===== config.mk =====
export PLATFORM = sky130hd
export DESIGN_NAME = unison_readout_counter
export DESIGN_NICKNAME = d
export VERILOG_FILES = /design/src/rtl/unison_readout_counter.sv
export SDC_FILE = /design/constraint.sdc
export NUM_CORES = 2
export LEC_CHECK = 0
export CAP_MARGIN = 40
export CORE_MARGIN = 1.5
export CORE_UTILIZATION = 50
export DETAILED_ROUTE_END_ITERATION = 10
export PLACE_DENSITY_LB_ADDON = 0.2
export REMOVE_ABC_BUFFERS = 1
export SETUP_SLACK_MARGIN = 0.1
export SLEW_MARGIN = 25
export SYNTH_ARGS = -nofsm -noshare
export SYNTH_HDL_FRONTEND = slang
export SYNTH_SLANG_ARGS = --single-unit
export TNS_END_PERCENT = 100

===== constraint.sdc =====
create_clock -name wb_clk_i -period 15.5 [get_ports wb_clk_i]
set_clock_uncertainty 0.1 [all_clocks]
set_input_delay 3.1 -clock wb_clk_i [delete_from_list [all_inputs] [get_ports wb_clk_i]]
set_output_delay 3.1 -clock wb_clk_i [all_outputs]
set_load 0.01 [all_outputs]

===== src/rtl/unison_readout_counter.sv =====
// unison_readout_counter
//   Counts rising edges on every digital_unison read-out line over a
//   programmable window. At the end of each window it copies the per-line
//   totals into snapshot registers, which firmware reads over Wishbone.
//
// Ports
//   wb_clk_i, wb_rst_i      sole clock, synchronous active-high reset
//   wbs_*                   Wishbone slave (single-cycle ack, registered data)
//   read_out_I/read_out_Q   asynchronous 2-bit lines per channel; channel c uses [2c+1:2c]
//   irq                     level interrupt, mirrors STATUS.ready
//
// Register map (byte offsets from BASE_ADR)
//   0x00 CTRL   bit0 en (R/W), bit1 clr (write-1 pulse, reads 0)
//   0x04 WINDOW window length in cycles, byte-writable
//   0x08 STATUS bit0 ready, bit1 ovf (sticky, write-1-to-clear)
//   0x0C SNAP_ID 16-bit snapshot sequence number
//   0x40+4k snapshot k = 4*ch + line (I0, I1, Q0, Q1)
module unison_readout_counter #(
   parameter int          NUM_CH   = 6,
   parameter int          CNT_W    = 16,
   parameter logic [31:0] BASE_ADR = 32'h3000_0000
) (
   input  logic                wb_clk_i,
   input  logic                wb_rst_i,
   input  logic                wbs_stb_i,
   input  logic                wbs_cyc_i,
   input  logic                wbs_we_i,
   input  logic [3:0]          wbs_sel_i,
   input  logic [31:0]         wbs_dat_i,
   input  logic [31:0]         wbs_adr_i,
   output logic                wbs_ack_o,
   output logic [31:0]         wbs_dat_o,
   input  logic [2*NUM_CH-1:0] read_out_I,
   input  logic [2*NUM_CH-1:0] read_out_Q,
   output logic                irq
);

   localparam int NL = 4 * NUM_CH;
   localparam logic [CNT_W-1:0] CNT_MAX = '1;

   // Saturating increment: holds at full scale instead of wrapping.
   function automatic logic [CNT_W-1:0] sat_inc(input logic [CNT_W-1:0] cnt, input logic inc);
      if (inc && (cnt != CNT_MAX)) return cnt + CNT_W'(1);
      return cnt;
   endfunction

   function automatic logic [31:0] zext(input logic [CNT_W-1:0] cnt);
      logic [31:0] r;
      r = '0;
      r[CNT_W-1:0] = cnt;
      return r;
   endfunction

   // Line k = 4*ch + {I0, I1, Q0, Q1}
   logic [NL-1:0] line_raw;
   always_comb begin
      line_raw = '0;
      for (int c = 0; c < NUM_CH; c++) begin
         line_raw[4*c]     = read_out_I[2*c];
         line_raw[4*c + 1] = read_out_I[2*c + 1];
         line_raw[4*c + 2] = read_out_Q[2*c];
         line_raw[4*c + 3] = read_out_Q[2*c + 1];
      end
   end

   logic [NL-1:0] sync_p0, sync_p1, prev_p2, edge_p3;

   always_ff @(posedge wb_clk_i) begin
      if (wb_rst_i) begin
         sync_p0 <= '0;
         sync_p1 <= '0;
         prev_p2 <= '0;
         edge_p3 <= '0;
      end else begin
         // p0/p1: two-flop synchronizer
         sync_p0 <= line_raw;
         sync_p1 <= sync_p0;
         // p2: previous synchronized value
         prev_p2 <= sync_p1;
         // p3: registered rising-edge pulse, feeds the live counters
         edge_p3 <= sync_p1 & ~prev_p2;
      end
   end

   // Wishbone decode
   logic       req, acc;
   logic [5:0] word, snap_idx;
   logic       hit_ctrl, hit_window, hit_status, hit_snapid, hit_snap;
   logic       wr_ctrl, wr_window, wr_status;
   logic       adr_unused;

   assign req        = wbs_cyc_i & wbs_stb_i & (wbs_adr_i[31:8] == BASE_ADR[31:8]);
   assign acc        = req & ~wbs_ack_o;
   assign word       = wbs_adr_i[7:2];
   assign snap_idx   = word - 6'd16;
   assign adr_unused = ^wbs_adr_i[1:0];
   assign hit_ctrl   = (word == 6'd0);
   assign hit_window = (word == 6'd1);
   assign hit_status = (word == 6'd2);
   assign hit_snapid = (word == 6'd3);
   assign hit_snap   = (word >= 6'd16) && ({1'b0, snap_idx} < 7'(NL));
   assign wr_ctrl    = acc & wbs_we_i & hit_ctrl & wbs_sel_i[0];
   assign wr_window  = acc & wbs_we_i & hit_window;
   assign wr_status  = acc & wbs_we_i & hit_status & wbs_sel_i[0];

   logic             en, clr_p, ready, ovf;
   logic [31:0]      window, timer;
   logic [15:0]      snap_id;
   logic [CNT_W-1:0] live [NL];
   logic [CNT_W-1:0] snap [NL];
   logic             win_end, sat_hit;
   logic [31:0]      rdata;

   // A pending clr pulse suppresses the window end that would coincide with it.
   assign win_end = en && (window != 32'd0) && (timer == window - 32'd1) && !clr_p;
   assign irq     = ready;

   always_comb begin
      sat_hit = 1'b0;
      if (en && !clr_p) begin
         for (int k = 0; k < NL; k++) begin
            if (edge_p3[k] && (live[k] == CNT_MAX)) sat_hit = 1'b1;
         end
      end
   end

   always_comb begin
      rdata = '0;
      if (hit_ctrl)   rdata = {31'd0, en};
      if (hit_window) rdata = window;
      if (hit_status) rdata = {30'd0, ovf, ready};
      if (hit_snapid) rdata = {16'd0, snap_id};
      for (int k = 0; k < NL; k++) begin
         if (hit_snap && (snap_idx == 6'(k))) rdata = zext(snap[k]);
      end
   end

   // Control, status and bus response
   always_ff @(posedge wb_clk_i) begin
      if (wb_rst_i) begin
         wbs_ack_o <= 1'b0;
         wbs_dat_o <= '0;
         en        <= 1'b0;
         clr_p     <= 1'b0;
         window    <= '0;
         ready     <= 1'b0;
         ovf       <= 1'b0;
         snap_id   <= '0;
      end else begin
         wbs_ack_o <= acc;
         wbs_dat_o <= acc ? rdata : 32'd0;
         clr_p     <= wr_ctrl & wbs_dat_i[1];
         if (wr_ctrl) en <= wbs_dat_i[0];
         if (wr_window) begin
            for (int b = 0; b < 4; b++) begin
               if (wbs_sel_i[b]) window[8*b +: 8] <= wbs_dat_i[8*b +: 8];
            end
         end
         // Clears first so that a hardware set in the same cycle wins.
         if (wr_status && wbs_dat_i[0]) ready <= 1'b0;
         if (wr_status && wbs_dat_i[1]) ovf   <= 1'b0;
         if (win_end) begin
            ready   <= 1'b1;
            snap_id <= snap_id + 16'd1;
         end
         if (sat_hit) ovf <= 1'b1;
      end
   end

   // Live counters, window timer and snapshots
   always_ff @(posedge wb_clk_i) begin
      if (wb_rst_i) begin
         timer <= '0;
         for (int k = 0; k < NL; k++) begin
            live[k] <= '0;
            snap[k] <= '0;
         end
      end else if (clr_p) begin
         // Any edge arriving in this cycle is dropped along with the counts.
         timer <= '0;
         for (int k = 0; k < NL; k++) live[k] <= '0;
      end else if (en) begin
         if (win_end) begin
            // The edge of the final cycle still belongs to the closing window.
            timer <= '0;
            for (int k = 0; k < NL; k++) begin
               snap[k] <= sat_inc(live[k], edge_p3[k]);
               live[k] <= '0;
            end
         end else begin
            if (window != 32'd0) timer <= timer + 32'd1;
            for (int k = 0; k < NL; k++) live[k] <= sat_inc(live[k], edge_p3[k]);
         end
      end
   end

endmodule


==> impl_results.md <==
* 1st-iter DRT viols at 3528
* Postcts setup bufs at 0
* Synth Flop Type: edfxtp_1
* Routability Congestion at 0.965
* Clk buf depth at 3
* Comb power frac at 3.9%
* R2R Setup Slk at 9.01 ns
* Placed Cells at 5416
* Final nets at 4471
* Hold endpoint: edge_p3[17]$_SDFF_PP0_
* Fin crit share at 45.1%
* Area of placed instances at 48500 um^2
* FF+latch area at 27300 um^2
* Pre-antenna DRT Iters at 7
* Seq/Total Area, Yosys at 59.3%
* Critical path endpoint category: flop
* # hold bufs at CTS at 0
* PostCTS Resize Cnt at 0
* Full die area at 93900 um^2
* Clock share of power at 43.8%
* Pwr per Cell Area at 109 nW/um^2
* Grt ovf at 0
* CTS tree: yes
* Slew @ Worst Pin at 1.20 ns
* Final hold slack at 0.249 ns
* Worst Hold Class: reg2reg
* CP cell instances: clkdlybuf4s50_1 > inv_1 > ha_1 > nor3b_1 > nand2_1 > nand2_1 > nor2_1 > o21ai_0 > nor3b_1 > o221ai_1 > a221oi_1
* Dpl ws at 7.98 ns
* Total track usage at 25.2%
* Largest net degree at the start of global routing at 210
* Post-Layout Inst Area at 52000 um^2
* Fin worst setup slack at 8.51 ns
* Max Cap Viol at 0
* Post-synthesis instance total at 4250
* Crit start category: input port
* CP arrival at 7.48 ns
* Multi-input combinational cell area at 17600 um^2
* Max Freq at 0.143 GHz
* Post-synthesis async set-or-reset flop share at 0%
* Ports at 131
* Synth Register Bits at 981
* WL final at 120 mm
* Std-Cell Rows at 111
* Initial antenna violation count at 3
* Switching share of power at 22.0%
* Reg2reg start: window[8]$_SDFFE_PP0P_
* Sink Count at 981
* Most frequent cells in the layout: 940 x nor2_1, 768 x edfxtp_1, 302 x nand2_1
* Commonest non-fill, non-tap cell in the layout: nor2_1
* Fin cells at 5619
* R2r endpoint: live[0][55]$_SDFFCE_PN0P_
* Final slew viol count at 0
* Outcome: finished clean
* Fraction of layout cells with a size suffix above 1 at 6.61%
* P_sw at 0.00125 W
* Crit path time final at 6.99 ns
* Num CTS Buffers at 105
* Rel. slew slack at 20.3%
* Number of synthesized flops with an enable pin at 768
* Final setup violation count at 0
* Critical path launch point: wbs_adr_i[7]
* Skew-Pair Late Insertion Delay at 0.68 ns
* Final HPWL DP at 82.6 mm
* CP peak stage delay at 0.68 ns
* Port bufs at 128
* Via count at 32700
* Initial core utilization at 50.3%
* WL/cell at 21.4 um
* Peak supply drop at 0.0000767 V
* Drc violations at 0
* Distinct cells, synth at 78
* Internal power at 0.00443 W
* Lkg Pwr at 17.9 nW
* Reg power frac at 52.3%
* Fillers at 7626
* Cell count of the worst reg-to-reg path at 12
* Synth-to-Final Area Change at 12.8%
* Unrepaired setup endpoints after global routing: false
* Setup TNS at 0 ns
* Cell area after synthesis at 46100 um^2
* Die Span X at 307 um
* Die height at 307 um
* HP Start: prev_p2[17]$_SDFF_PP0_
* Root Buffer: clkbuf_16
* Avg Inst Size Synth at 10.8 um^2
* Worst-path clk slew at 0.06 ns
* Hold Crit Depth at 1
* Via density at 5.82
* Critical Path RT at 15.98 ns
* Final number of hold-violating endpoints at 0
* Number of diodes at 0
* Critical path peak fanout at 17
* H-tree depth at 3
* Cell at the slowest stage of the critical path: ha_1
* Yosys warnings at 0
* Vias in the first global route at 30800
* Final ANT Viol Nets at 0
* Critical Setup Path Class: in2reg
* Core area at 91500 um^2
* Global-route wire length before repair at 183 mm
routing by layer:
metal / global-route usage (%) / vias up / routed length (um) / part of all wire (%)
li1: - / 15400 / - / -
met1: 35.3 / 15900 / 51200 / 43
met2: 39.4 / 1235 / 54900 / 46
met3: 4.50 / 198 / 9890 / 8.2
met4: 9.21 / 6 / 3980 / 3.3
met5: 0 / - / 43 / 0.036
cells by family after synthesis:
kind of cell	after synthesis	synth area share [%]
and+or+nand+nor	2048	21.0
DFF	981	59.3
AOI/OAI and AO/OA	434	6.23
xor gates and xnor gates	412	7.83
buffers and inverters	254	2.68
muxes	90	2.05
adders and majority gates	31	0.842
worst max-delay path: cells and delay by family:
kind            cells  cell delay (ns)
fa+ha+maj           1             0.68
buf+inv             2             0.54
simple gates        5             2.07
compound gates      3             1.07
metrics by stage:
stage	util [%]	total power [W]
after floorplan	-	0.00315
after global placement	52.7	0.00323
after detailed placement	53.0	0.00323
after CTS	56.7	0.00571
after global routing	56.8	0.00584
final	56.8	0.00567
cell usage after synthesis, types with 12 or more instances:
cell | count | area (um^2)
edfxtp_1 | 768 | 23100
inv_1 | 47 | 176
nor2_1 | 940 | 3530
a31oi_1 | 19 | 119
clkbuf_1 | 125 | 469
xnor2_1 | 134 | 1170
xor2_1 | 278 | 2430
o21ai_0 | 94 | 470
o221ai_1 | 17 | 149
ha_1 | 31 | 388
nand2_1 | 302 | 1130
mux2i_1 | 64 | 641
and2_1 | 31 | 194
nor3_1 | 58 | 290
or4_1 | 13 | 97.6
and4_1 | 38 | 333
a211oi_1 | 12 | 90.1
nand2b_1 | 20 | 125
a22oi_1 | 31 | 233
dfxtp_1 | 213 | 4260
nand4_1 | 116 | 726
nor4_1 | 32 | 200
a221oi_1 | 29 | 254
mux2_2 | 22 | 248
buf_2 | 47 | 235
and3_1 | 88 | 551
nand3_1 | 208 | 1040
o211ai_1 | 12 | 90.1
o22ai_1 | 32 | 200
a21oi_1 | 105 | 526
nor2b_1 | 124 | 776
buf_6 | 13 | 146
nor2_4 | 20 | 225
nor3b_1 | 12 | 90.1
registers in the layout, summed over array words and instances (netlist names):
register	count
window	32
irq	1
wbs_ack_o	1
wbs_dat_o	32
edge_p3	24
clr_p	1
ovf	1
prev_p2	24
sync_p0	24
snap	384
snap_id	16
sync_p1	24
timer	32
en	1
live	384
worst max path at each step:
stage,endpoint,cells past startpoint
finish,wbs_dat_o[10]$_SDFF_PP0_,11
global route,wbs_dat_o[7]$_SDFF_PP0_,11
CTS,wbs_dat_o[10]$_SDFF_PP0_,11
detailed placement,wbs_dat_o[10]$_SDFF_PP0_,11
global placement,wbs_dat_o[10]$_SDFF_PP0_,12
floorplan,snap[0][0]$_SDFFCE_PN0P_,1
layout make-up:
class | instances | share of cell area (%)
clock buffers | 162 | 6.02
clock inverters | 35 | 0.537
inverters | 47 | 0.339
multi-input cells | 3015 | 33.8
flip-flops and latches | 981 | 52.6
well taps | 1186 | 2.85
repair buffers | 193 | 3.91
power by group through the flow:
stage	Sequential, W	Combinational, W	Clock (W)
6_report	0.00296	0.000221	0.00249
5_1_grt	0.00297	0.000239	0.00263
4_1_cts	0.00296	0.000219	0.00253
3_5_place_dp	0.00302	0.000217	0
3_3_place_gp	0.00302	0.000210	0
2_1_floorplan	0.00303	0.000114	0
Note: power is estimated with default switching activity, not from simulation.
